`src/rtl/router10_pkg.sv`:
```
// Shared types and constants for the router10 grant scheduler.
package router10_pkg;

    typedef enum logic [1:0] {
        IDLE = 2'd0,
        BUSY = 2'd1,
        GAP  = 2'd2
    } sched_state_e;

    localparam int OUT_P  = 0;
    localparam int OUT_C1 = 1;
    localparam int OUT_C2 = 2;

    localparam logic [1:0] GRANT_NONE = 2'b00;

    // Maps a requester index onto the one-hot merge select.
    function automatic logic [1:0] onehot2(input logic idx);
        return idx ? 2'b10 : 2'b01;
    endfunction

endpackage

```
`src/rtl/router10_grant_sched_grant_rr2.sv`:
```
// Single-output two-requester round-robin grant scheduler.
// Optional watchdog guarded by ROUTER10_GRANT_WATCHDOG_EN.
module grant_rr2
    import router10_pkg::*;
#(
    parameter int TIMEOUT_CYCLES = 1024,
    parameter int CNT_W          = $clog2(TIMEOUT_CYCLES + 1)
) (
    input  logic       clk,
    input  logic       reset,
    input  logic [1:0] req,
    input  logic       tail,
    output logic [1:0] grant,
    output logic       busy,
    output logic       timeout_err
);

    sched_state_e state_q, state_d;
    logic         ptr_q, ptr_d;
    logic         owner_q, owner_d;
    logic         win_idx;

`ifdef ROUTER10_GRANT_WATCHDOG_EN
    logic [CNT_W-1:0] cnt_q, cnt_d;
    logic             tmo_q, tmo_d;
`else
    localparam int unused_cfg = TIMEOUT_CYCLES + CNT_W;
`endif

    // Next-state, pointer and watchdog logic. GAP lasts exactly one cycle and
    // its exit edge arbitrates like IDLE, so a held request regains the merge
    // two edges after the tail.
    always_comb begin
        state_d = state_q;
        ptr_d   = ptr_q;
        owner_d = owner_q;
`ifdef ROUTER10_GRANT_WATCHDOG_EN
        cnt_d   = cnt_q;
        tmo_d   = tmo_q;
`endif
        win_idx = (req == 2'b11) ? ptr_q : req[1];

        case (state_q)
            IDLE, GAP: begin
                if (|req) begin
                    state_d = BUSY;
                    owner_d = win_idx;
                    ptr_d   = ~win_idx;
`ifdef ROUTER10_GRANT_WATCHDOG_EN
                    cnt_d   = '0;
`endif
                end else begin
                    state_d = IDLE;
                end
            end
            BUSY: begin
`ifdef ROUTER10_GRANT_WATCHDOG_EN
                cnt_d = cnt_q + CNT_W'(1);
`endif
                if (tail) begin
                    state_d = GAP;
                end
`ifdef ROUTER10_GRANT_WATCHDOG_EN
                else if (cnt_d == CNT_W'(TIMEOUT_CYCLES)) begin
                    state_d = GAP;
                    tmo_d   = 1'b1;
                end
`endif
            end
            default: state_d = IDLE;
        endcase
    end

    // State, owner and round-robin pointer registers.
    always_ff @(posedge clk) begin
        if (reset) begin
            state_q <= IDLE;
            ptr_q   <= 1'b0;
            owner_q <= 1'b0;
        end else begin
            state_q <= state_d;
            ptr_q   <= ptr_d;
            owner_q <= owner_d;
        end
    end

`ifdef ROUTER10_GRANT_WATCHDOG_EN
    // Watchdog counter and sticky timeout flag.
    always_ff @(posedge clk) begin
        if (reset) begin
            cnt_q <= '0;
            tmo_q <= 1'b0;
        end else begin
            cnt_q <= cnt_d;
            tmo_q <= tmo_d;
        end
    end

    assign timeout_err = tmo_q;
`else
    assign timeout_err = 1'b0;
`endif

    assign grant = (state_q == BUSY) ? onehot2(owner_q) : GRANT_NONE;
    assign busy  = (state_q == BUSY);

endmodule

```
`src/rtl/router10_grant_sched.sv`:
```
// Grant scheduler for the three merge points (P, C1, C2) of a tree router node.
// Optional per-output watchdog guarded by ROUTER10_GRANT_WATCHDOG_EN.
module router10_grant_sched
    import router10_pkg::*;
#(
    parameter int TIMEOUT_CYCLES = 1024,
    parameter int CNT_W          = $clog2(TIMEOUT_CYCLES + 1)
) (
    input  logic       CLK,
    input  logic       RESET,
    input  logic [1:0] p_req,
    input  logic [1:0] c1_req,
    input  logic [1:0] c2_req,
    input  logic       p_tail,
    input  logic       c1_tail,
    input  logic       c2_tail,
    output logic [1:0] p_grant,
    output logic [1:0] c1_grant,
    output logic [1:0] c2_grant,
    output logic [2:0] busy,
    output logic [2:0] timeout_err
);

    grant_rr2 #(.TIMEOUT_CYCLES(TIMEOUT_CYCLES), .CNT_W(CNT_W)) u_sched_p (
        .clk         (CLK),
        .reset       (RESET),
        .req         (p_req),
        .tail        (p_tail),
        .grant       (p_grant),
        .busy        (busy[OUT_P]),
        .timeout_err (timeout_err[OUT_P])
    );

    grant_rr2 #(.TIMEOUT_CYCLES(TIMEOUT_CYCLES), .CNT_W(CNT_W)) u_sched_c1 (
        .clk         (CLK),
        .reset       (RESET),
        .req         (c1_req),
        .tail        (c1_tail),
        .grant       (c1_grant),
        .busy        (busy[OUT_C1]),
        .timeout_err (timeout_err[OUT_C1])
    );

    grant_rr2 #(.TIMEOUT_CYCLES(TIMEOUT_CYCLES), .CNT_W(CNT_W)) u_sched_c2 (
        .clk         (CLK),
        .reset       (RESET),
        .req         (c2_req),
        .tail        (c2_tail),
        .grant       (c2_grant),
        .busy        (busy[OUT_C2]),
        .timeout_err (timeout_err[OUT_C2])
    );

endmodule

```
`config.mk`:
```
export PLATFORM = sky130hd
export DESIGN_NAME = router10_grant_sched
export DESIGN_NICKNAME = d
export VERILOG_FILES = /design/src/rtl/router10_pkg.sv /design/src/rtl/router10_grant_sched_grant_rr2.sv /design/src/rtl/router10_grant_sched.sv
export SDC_FILE = /design/constraint.sdc
export NUM_CORES = 1
export LEC_CHECK = 0
export BUFFER_PORTS_ARGS = -buffer_cell sky130_fd_sc_hd__buf_2
export CAP_MARGIN = 30
export CORE_MARGIN = 2
export CORE_UTILIZATION = 33
export DETAILED_ROUTE_END_ITERATION = 7
export GPL_TIMING_DRIVEN = 0
export SLEW_MARGIN = 20
export SYNTH_ARGS = -nofsm -noshare
export SYNTH_HDL_FRONTEND = slang
export SYNTH_SLANG_ARGS = --single-unit
```
`constraint.sdc`:
```
create_clock -name CLK -period 2.2 [get_ports CLK]
set_input_delay 0.22 -clock CLK [delete_from_list [all_inputs] [get_ports CLK]]
set_output_delay 0.22 -clock CLK [all_outputs]
set_load 0.02 [all_outputs]
```
== After elaboration in Yosys (flattened, before gate mapping) ==
Cells that the tools add are included.
Storage, ports and cells
  flip-flop bits (word level): 12
  input port bits: 11
Operators by class
  muxes and demuxes: 18
  eq/ne operators: 12
  reduce and logical (&&, ||, !) cells: 12
  bitwise operators: 3
Operators with widths (count)
  2-to-1 mux 2 bit: 9
  equality test 2 bit (second input constant): 6
  one-hot mux 2 bit (2 select lines): 3
  OR reduction 2 bit: 6
  equality test 2 x 1 -> 1 bit (second input constant): 3
  logical NOT 2 bit: 3
  2-to-1 mux 1 bit: 6
  != test 2 bit (second input constant): 3
  AND reduction 2 bit: 3
  NOT 1 bit: 3

== Logic depth before layout (Yosys ltp) ==
Gate-level depths: netlist of run 1.
  depth after elaboration: 3
  gate-level depth with buffers: 3
  mapped depth without buffers: 3

== Modules after synthesis ==
A second synthesis of run 1 with hierarchy kept.
Second synthesis, totals
  cell total of the unflattened synthesis: 63
  area total of the unflattened synthesis: 574.3 sq um
Modules (own cells, without submodules)
  grant_rr2: times used 3, cells each 21, sequential area each 80.1 sq um, area an instance 191.4 sq um

== Worst setup path before layout of run 1 ==
No wires, ideal clock.
  path kind: register -> output
  from: reg u_sched_c2.state_q[0]
  to: out c2_grant[0]
  setup slack: 1.125 ns
  cell stages (with the launch flop): 3
  required time: 1.980 ns
  data arrival time: 0.855 ns
  cell sequence: dfxtp_1 > and2b_1 > nor2b_1
On the way
  cells in the longest elaborated chain, start to end: 2
RTL lines
  start, declared: RTL line router10_grant_sched_grant_rr2.sv:18  | sched_state_e state_q, state_d;
  start signal, assigned: RTL line router10_grant_sched_grant_rr2.sv:81  | state_q <= state_d;
  equality test 2 x 1 -> 1 bit
  via u_sched_c2.busy: RTL line router10_grant_sched_grant_rr2.sv:14  | output logic busy,
  2-to-1 mux 2 bit: RTL line router10_grant_sched_grant_rr2.sv:104  | assign grant = (state_q == BUSY) ? onehot2(owner_q) : GRANT_NONE;
  end, declared: RTL line router10_grant_sched.sv:19  | output logic [1:0] c2_grant,
The timed path passes the listed nets, and every way through them passes these cells.

== Worst setup path in the final report of run 1 ==
Same ends and word-level chain as after synthesis.

==> impl_metrics.csv, run 1 <==
group,metric,value,unit
outcome,outcome,"finished clean",
power,ir_worst_vdd,0.369,mV
clocking,ctsResizeCount,0,
setup_path,cp_max_fo,6,
drt,drtIter0Drc,4,
synthesis,synth-seq-cells,12,
drt,routed_via_density,4.63,
drt,routed_wl,979,um
power,p_total,476,uW
sta,setup_slack,822,ps
synthesis,synth-seq-area-share,42.8,%
place,finalWeightedCongestion,0.710,
die,core-area,0.00156,mm2
synthesis,synthDistinctLibCells,17,
cells_and_area,nNetsFinal,102,
synthesis,ys_warn_count,0,
setup_path,arrival,1160,ps
die,fp.dieH,45.3,um
clocking,cts-root-buf,"clkbuf_4",
cells_and_area,area_growth,25.8,%
flow_run,cap_violations,0,
power,p_sw_share,27.5,%
sta,finalHoldViolations,0,
clocking,cts_tree,"yes",
drt,ant_nets,0,
synthesis,synth.cell_area,562,um2
power,p_seq_share,51.6,%
sta,setup_viol,0,
die,die_area,0.00205,mm2
power,p_clk_share,27.1,%
setup_path,path_class,"flop to output port",
sta,min_period_over_period,62.7,%
cells_and_area,layout-drive-gt1-share,33.7,%
synthesis,synthCells,65,
sta,clock_skew,3.80,ps
clocking,cts_buffers,3,
setup_path,end_kind,"output port",
power,total_leakage_power,0.000366,uW
global_routing,globalRouteOverflowTotal,0,
die,row_count,14,
drt,drc,0,
drt,wl_per_cell,9.32,um
power,p_int,345,uW
global_routing,grt_pass1_vias,390,
cells_and_area,diodes,0,
sta,drv_slew,0,
clocking,htree_levels,1,
clocking,clk_path_buf_depth,2,
sta,timing.fmax,725,MHz
cells_and_area,final_cell_area,707,um2
sta,rsz0062_at_grt,"no",
clocking,clock_latency,270,ps
sta,fin_crit,1380,ps
drt,firstDrtPassIters,4,
worst_hold_path,hold_path_class,"input pin to flop",
global_routing,antenna_found_initial,0,
global_routing,grt.total_usage,10.7,%
setup_path,start_kind,"flop",
clocking,cts_num_sinks,12,
synthesis,avgSynthCellArea,8.64,um2
clocking,holdBufCountCts,0,
power,switchingPower,131,uW
die,start_util,36.0,%
clocking,cts.clk_slew.worst_paths,60,ps
sta,whs,198,ps
place,dpl_worst_slack,1110,ps
global_routing,grt_max_degree,11,
drt,vias,486,
power,p_comb_share,21.3,%
place,dp.final_hpwl,762,um
die,io_pins,23,
power,power.density,674,mW/mm2
place,port_buffers,19,
place,placedInstanceArea,684,um2
sta,tns,0,ps
clocking,cts_setup_buffers,0,
die,die_w,45.3,um
global_routing,grt_pass1_wl,1.55,mm
setup_path,required,1980,ps
## flip-flops by register name, summed over array words and instances, names as in the netlist
name                cells
u_sched_c1.owner_q      1
u_sched_c1.ptr_q        1
u_sched_p.ptr_q         1
u_sched_p.state_q       2
u_sched_c2.owner_q      1
u_sched_c2.ptr_q        1
u_sched_p.owner_q       1
u_sched_c1.state_q      2
u_sched_c2.state_q      2
## through the flow
step | util (%) | std cells
global route | 45.3 | 105
floorplan | - | 67
global placement | 43.9 | 102
detailed placement | 43.9 | 102
CTS | 45.3 | 105
finish | 45.3 | 105
## synthesized netlist by cell type
| master | count | area (um2) |
|---|---|---|
| a21oi_1 | 6 | 30.0 |
| and2_1 | 3 | 18.8 |
| and2b_1 | 2 | 15.0 |
| and2b_2 | 1 | 8.76 |
| and3b_1 | 3 | 26.3 |
| buf_2 | 1 | 5.00 |
| buf_4 | 6 | 45.0 |
| conb_1 | 1 | 3.75 |
| dfxtp_1 | 12 | 240 |
| inv_1 | 3 | 11.3 |
| nand2b_1 | 3 | 18.8 |
| nor2_1 | 6 | 22.5 |
| nor2b_1 | 3 | 18.8 |
| nor3b_1 | 3 | 22.5 |
| o21ai_0 | 6 | 30.0 |
| o21bai_1 | 3 | 22.5 |
| o31ai_1 | 3 | 22.5 |
## cells in the final DEF (no fill, tap or decap)
| master | n |
|---|---|
| and2b_2 | 1 |
| nor2b_1 | 3 |
| nor3b_1 | 3 |
| nand2b_1 | 3 |
| buf_2 | 20 |
| conb_1 | 3 |
| buf_4 | 6 |
| and2_1 | 3 |
| dfxtp_1 | 12 |
| o21bai_1 | 3 |
| o31ai_1 | 3 |
| inv_1 | 3 |
| and2b_1 | 2 |
| nor2_1 | 6 |
| a21oi_1 | 6 |
| o21ai_0 | 6 |
| clkbuf_4 | 3 |
| and3b_1 | 3 |
## power by group through the flow
stage               Sequential (uW)  Clock, uW  Combinational, uW
floorplan                       247          0               74.0
global placement                250          0                101
detailed placement              251          0                102
CTS                             246        135                102
global route                    249        151                111
finish                          246        129                101
## path summary, 6_finish.rpt
| check | from | to | slack, ps | depth (start not counted) |
|---|---|---|---|---|
| worst min-delay path | c2_req[1] | u_sched_c2.state_q[0]$_SDFFE_PP0P_ | 200 | 3 |
| worst min register to register | u_sched_p.owner_q$_SDFFE_PP0P_ | u_sched_p.owner_q$_SDFFE_PP0P_ | 490 | 2 |
| worst max register to register | u_sched_c2.state_q[0]$_SDFFE_PP0P_ | u_sched_c2.owner_q$_SDFFE_PP0P_ | 1320 | 3 |
| worst max-delay path | u_sched_c2.state_q[0]$_SDFFE_PP0P_ | c2_grant[0] | 820 | 3 |
## worst max-delay path: stages, from the launching register on
cell     delay [ps]
dfxtp_1         400
and2b_1         190
nor2b_1         140
buf_2           170
## layout make-up
class / count / area, um2
Sequential cell: 12 / 240
Buffer: 7 / 50.0
Tap cell: 16 / 20.0
Fill cell: 160 / 852
Clock buffer: 3 / 22.5
Timing Repair Buffer: 19 / 95.1
Multi-Input combinational cell: 45 / 268
Inverter: 3 / 11.3
## cell families (layout without fill, tap and decap cells)
kind of cell	Yosys count	in the layout	synth area share [%]
flops	12	12	42.8
compound gates	18	18	18.7
other cells	1	3	0.668
buf+inv	10	32	10.9
simple gates	24	24	26.9
## metal layers
layer	vias up	GRT usage, %	share of wire [%]
li1	259	-	-
met1	207	12.5	48
met2	18	16.6	44
met3	2	6.00	8.2
met4	0	3.53	0.41
met5	-	0	0
(Power assumes the default switching activity.)
==> run 2: changes to the inputs <==
Settings changed: ABC_AREA set to 1.
Clock period 2.2 ns to 1.2 ns, I/O delays scaled along.
==> run 2 against run 1 <==
Effect of this change:
- sequential power increased by 82%
- sequential cell count unchanged
- cell count increased by 25%
- utilization increased by 3.9 points
- largest power group unchanged
- highest routed layer unchanged
==> impl_metrics.csv, run 2 <==
group,metric,value,unit
sta,setup_viol,0,
global_routing,grt_pass1_wl,1.80,mm
drt,top_layer,"met4",
setup_path,arrival,1070,ps
place,dp.final_hpwl,800,um
setup_path,max_stage_delay,330,ps
drt,drc,0,
synthesis,synthDistinctLibCells,15,
clocking,cts.clk_slew.worst_paths,70,ps
clocking,htree_levels,1,
clocking,holdBufCountCts,0,
cells_and_area,layout-drive-gt1-share,54.7,%
drt,drtIter0Drc,3,
power,power.density,1230,mW/mm2
setup_path,required,1080,ps
sta,rsz0062_at_grt,"yes",
drt,wl_per_cell,8.40,um
setup_path,cp_max_fo,3,
sta,drv_slew,0,
sta,finalHoldViolations,0,
setup_path,r2r_slack,360,ps
die,die_w,46.6,um
setup_path,cpMostUsedCell,"inv_2",
place,finalWeightedCongestion,0.666,
sta,fin_crit,1190,ps
synthesis,synth.cell_area,598,um2
cells_and_area,fin_cells,131,
drt,wl_met3,83,um
clocking,cts_num_sinks,12,
synthesis,synth_common_cells,"12 x dfxtp_1, 11 x inv_1, 10 x nand2_1",
die,io_pins,23,
drt,routed_via_density,3.98,
synthesis,synthTopCellsByArea,"dfxtp_1 40%, buf_4 7.5%, inv_1 6.9%",
synthesis,ys.flop_type,"dfxtp_1",
die,start_util,35.0,%
cells_and_area,final_cell_mix,"14 x buf_4, 11 x buf_2, 10 x inv_1, 10 x nand2_1, 9 x dfxtp_1",
synthesis,ys_warn_count,0,
global_routing,grt_max_degree,11,
power,ir_worst_vdd,0.710,mV
global_routing,grt_pass1_vias,447,
synthesis,avgSynthCellArea,7.67,um2
synthesis,synthCells,78,
synthesis,synth-seq-area-share,40.2,%
sta,min_period_over_period,99.1,%
synthesis,synth_edf_count,0,
cells_and_area,reg_top3,"u_sched_c1.state_q: 2 flops, u_sched_c2.state_q: 2 flops, u_sched_p.state_q: 2 flops",
synthesis,synth.most_common_cell,"dfxtp_1",
setup_path,start_kind,"flop",
die,core-area,0.00171,mm2
die,row_count,15,
die,fp.dieH,46.6,um
setup_path,path_class,"flop to output port",
cells_and_area,diodes,0,
synthesis,synth_top_area_cell,"dfxtp_1",
clocking,cts_tree,"yes",
drt,firstDrtPassIters,2,
sta,tns,0,ps
global_routing,globalRouteOverflowTotal,0,
clocking,cts_buffers,3,
setup_path,critPathSlowestCell,"dfxtp_2",
cells_and_area,nNetsFinal,118,
synthesis,async_reset_ff_share,0,%
drt,wl_met1,421,um
place,dp.cells,123,
setup_path,end_kind,"output port",
synthesis,synth-seq-cells,12,
global_routing,grt.total_usage,12.4,%
drt,vias,521,
worst_hold_path,hold_path_class,"input pin to flop",
drt,route.met2.wl,583,um
place,port_buffers,18,
die,die_area,0.00217,mm2
global_routing,antenna_found_initial,0,
cells_and_area,final_common_cell,"buf_4",
synthesis,synth_top_cell_area_share,40.2,%
clocking,clk_path_buf_depth,2,
sta,timing.fmax,841,MHz
drt,routed_wl,1.10,mm
setup_path,path_cells,"inv_2 > nor2_4 > inv_2 > nor2_2 > buf_6",
power,total_leakage_power,0.000411,uW
flow_run,cap_violations,0,
cells_and_area,area_growth,40.6,%
clocking,clock_latency,270,ps
sta,clock_skew,0.956,ps
drt,ant_nets,0,
clocking,cts-root-buf,"clkbuf_4",
outcome,outcome,"finished clean",
==> run 2: per-layer routing <==
metal / up-vias / track usage [%]
met3: 3 / 7.06
met2: 14 / 19.4
met5: - / 0
met1: 222 / 13.5
li1: 282 / -
met4: 0 / 5.14
==> run 2: worst paths after layout <==
check                                      endpoint  cells past startpoint                                from
hold / removal    u_sched_p.state_q[0]$_SDFFE_PP0P_                      2                               RESET
setup / recovery                        c1_grant[0]                      5  u_sched_c1.state_q[0]$_SDFFE_PP0P_
setup reg to reg      u_sched_c2.ptr_q$_SDFFE_PP0P_                      5  u_sched_c2.state_q[0]$_SDFFE_PP0P_
hold reg to reg     u_sched_c2.owner_q$_SDFFE_PP0P_                      2     u_sched_c2.owner_q$_SDFFE_PP0P_
==> run 2: cell families after synthesis <==
group | count (synthesis) | share of synthesized area, %
AOI/OAI and AO/OA | 9 | 9.42
buffers and inverters | 23 | 19.5
and+or+nand+nor | 33 | 30.3
DFF | 12 | 40.2
other | 1 | 0.627
==> run 2: timing repair <==
item,in CTS,in global routing
setup endpoints to repair,6,7
pin swaps,2,3
endpoints found under the hold margin,0,0
buffers inserted,2,2
resized for setup,9,11
==> run 2: area by class of cell <==
type                       count  area [um2]
tap                           25        31.3
multi-input combinational     45         262
clock buffer                   4        36.3
buffer                         7        56.3
sequential                    12         244
timing repair buffer          22         149
inverter                      16        62.6
fill                         175         867
==> run 2: worst max-delay path: cells and delay by family, from the launching register on <==
family	cells	cell delay, ps
buf+inv	3	250
simple gates	2	220
flops	1	330
==> run 2: power breakdown <==
| part | switching (uW) | internal [uW] | leakage [uW] |
|---|---|---|---|
| Clock | 138 | 185 | 0.0000210 |
| Combinational | 146 | 122 | 0.000290 |
| Sequential | 16.1 | 431 | 0.0000999 |
==> run 2: stage by stage <==
step           total power [uW]  setup slack [ps]  hold slack (ps)  area, um2  util (%)
2_1_floorplan               621               290              271        606         -
3_3_place_gp                674               320              345        727      42.6
3_5_place_dp                679               290              348        727      42.6
4_1_cts                    1020              3.25             46.5        800      46.8
5_1_grt                    1100             -53.2             35.7        841      49.2
6_report                   1040              10.9             49.7        841      49.2
==> run 3: changes to the inputs <==
--- a/config.mk
+++ b/config.mk
@@ -13,4 +13,5 @@
 export DETAILED_ROUTE_END_ITERATION = 7
 export GPL_TIMING_DRIVEN = 0
+export SKIP_CTS_REPAIR_TIMING = 1
 export SLEW_MARGIN = 20
 export SYNTH_ARGS = -nofsm -noshare
==> constraint.sdc (replaced) <==
create_clock -name CLK -period 1.2 [get_ports CLK]
set_input_delay 0.06 -clock CLK [delete_from_list [all_inputs] [get_ports CLK]]
set_output_delay 0.06 -clock CLK [all_outputs]
set_load 0.02 [all_outputs]
==> run 3 against run 2 <==
Effect of this change:
- sequential cell count unchanged
- critical path depth unchanged
- final area shrank 5.1%
- die area unchanged
- wire length shrank 6.9%
- non-clock buffer count is 3 lower
- worst hold slack worse by 15 ps
- sequential power barely moved
- first-iteration DRC count is the same
- via count fell by 3.6%
- critical path type unchanged
- critical endpoint is now p_grant[1]
==> impl_metrics.csv, run 3 (synthesized netlist as in run 2, its figures left out) <==
group,metric,value,unit
drt,drtIter0Drc,3,
drt,firstDrtPassIters,3,
setup_path,r2r_slack,440,ps
cells_and_area,diodes,0,
place,dp.final_hpwl,800,um
flow_run,cap_violations,0,
cells_and_area,layout-drive-gt1-share,47.6,%
setup_path,worst_r2r_startpoint,"u_sched_c1.state_q[0]$_SDFFE_PP0P_",
clocking,htree_levels,1,
clocking,cts-root-buf,"clkbuf_4",
global_routing,antenna_found_initial,0,
global_routing,grt_pass1_vias,415,
setup_path,required,1140,ps
die,die_area,0.00217,mm2
die,fp.dieH,46.6,um
sta,timing.fmax,877,MHz
place,finalWeightedCongestion,0.666,
global_routing,grt_max_degree,11,
cells_and_area,fin_cells,128,
global_routing,globalRouteOverflowTotal,0,
drt,ant_nets,0,
cells_and_area,nNetsFinal,115,
setup_path,max_stage_delay,330,ps
cells_and_area,reg_top3,"u_sched_c1.state_q: 2 flops, u_sched_c2.state_q: 2 flops, u_sched_p.state_q: 2 flops",
clocking,clock_latency,280,ps
clocking,clk_path_buf_depth,2,
drt,routed_via_density,3.92,
power,ir_worst_vdd,0.720,mV
clocking,cts_tree,"yes",
setup_path,cp_max_fo,3,
sta,clock_skew,1.53,ps
power,power.density,1270,mW/mm2
setup_path,r2r_cells,4,
drt,vias,502,
setup_path,path_cells,"inv_2 > nor2_4 > inv_2 > nor2_1 > buf_4",
setup_path,start_kind,"flop",
setup_path,r2r_end,"u_sched_c1.state_q[0]$_SDFFE_PP0P_",
setup_path,arrival,1080,ps
sta,min_period_over_period,95.0,%
setup_path,crit_start,"u_sched_p.state_q[0]$_SDFFE_PP0P_",
drt,drc,0,
setup_path,cp_num_buf_inv,3,
cells_and_area,post-route-util,46.7,%
outcome,outcome,"finished clean",
setup_path,path_class,"flop to output port",
power,total_leakage_power,0.000396,uW
setup_path,critPathCapture,"p_grant[1]",
setup_path,end_kind,"output port",
cells_and_area,area_growth,33.5,%
die,start_util,35.0,%
sta,finalHoldViolations,0,
die,row_count,15,
cells_and_area,final_cell_mix,"12 x buf_2, 11 x buf_4, 11 x dfxtp_1",
global_routing,grt.total_usage,11.8,%
sta,fin_crit,1140,ps
setup_path,cpMostUsedCell,"inv_2",
place,port_buffers,18,
drt,wl_per_cell,8.00,um
die,io_pins,23,
clocking,cts.clk_slew.worst_paths,80,ps
die,core-area,0.00171,mm2
setup_path,cp.depth,5,
sta,rsz0062_at_grt,"yes",
die,die_w,46.6,um
sta,drv_slew,0,
clocking,cts_num_sinks,12,
setup_path,critPathSlowestCell,"dfxtp_1",
worst_hold_path,hold_path_class,"input pin to flop",
worst_hold_path,holdPathStages,3,
drt,routed_wl,1.02,mm
setup_path,crit_family,"flip-flops",
place,dp.cells,123,
sta,setup_viol,0,
global_routing,grt_pass1_wl,1.71,mm
clocking,cts_buffers,3,
cells_and_area,final_common_cell,"buf_2",
-- run 3: cell types whose count changed in the layout (fill, tap and decap cells not counted), moves of 2 or more --
cell     delta
buf_4       -3
buf_6       -2
dfxtp_1     +2
nor2_2      -3
dfxtp_2     -2
nor2_1      +3
-- run 3: worst min-delay path by stage --
stage            start                                  to  slack (ps)
6_report       c1_tail  u_sched_c1.state_q[1]$_SDFFE_PP0P_          30
5_1_grt        c1_tail  u_sched_c1.state_q[1]$_SDFFE_PP0P_          30
4_1_cts          RESET   u_sched_p.state_q[1]$_SDFFE_PP0P_         -10
3_5_place_dp     RESET   u_sched_p.state_q[1]$_SDFFE_PP0P_         290
3_3_place_gp     RESET   u_sched_p.state_q[1]$_SDFFE_PP0P_         280
2_1_floorplan  c1_tail  u_sched_c1.state_q[1]$_SDFFE_PP0P_         210
-- run 3: through the flow --
step                      power [uW]  hold slack, ps  setup WS (ps)  cell area [um2]  setup TNS [ps]
final                           1010            34.7           60.0              798               0
after global routing            1070            32.4          -3.36              798           -6.96
after CTS                       1000           -11.3           38.3              763               0
after detailed placement         679             288            350              727               0
after global placement           674             285            380              727               0
after floorplan                  621             211            350              606               0
-- run 3: worst reg2reg max path, delay by kind of cell (launching register included) --
kind	cells	cell delay [ps]
AOI/OAI and AO/OA	1	140
buffers and inverters	1	60
DFF	1	330
and+or+nand+nor	2	160
-- run 3: layer usage --
layer	part of all wire, %	vias up	wire, um	GRT usage, %
met5	0	-	0	0
met3	8.3	3	85	7.06
met4	1.6	0	16	5.14
met2	50	14	514	18.1
met1	40	210	408	13.1
li1	-	275	-	-
-- run 3: layout make-up --
type                            count  area [um2]
Fill cell                         184         910
Buffer                              7        56.3
Sequential cell                    12         241
Clock buffer                        4        36.3
Inverter                           16        60.1
Tap cell                           25        31.3
Multi-Input combinational cell     45         254
Timing Repair Buffer               19         119
-- run 3: power by group --
| part | internal [uW] | switching [uW] | total [uW] | leakage, uW |
|---|---|---|---|---|
| clock | 185 | 142 | 327 | 0.0000210 |
| sequential | 430 | 14.1 | 444 | 0.0000995 |
| combinational | 102 | 138 | 240 | 0.000275 |
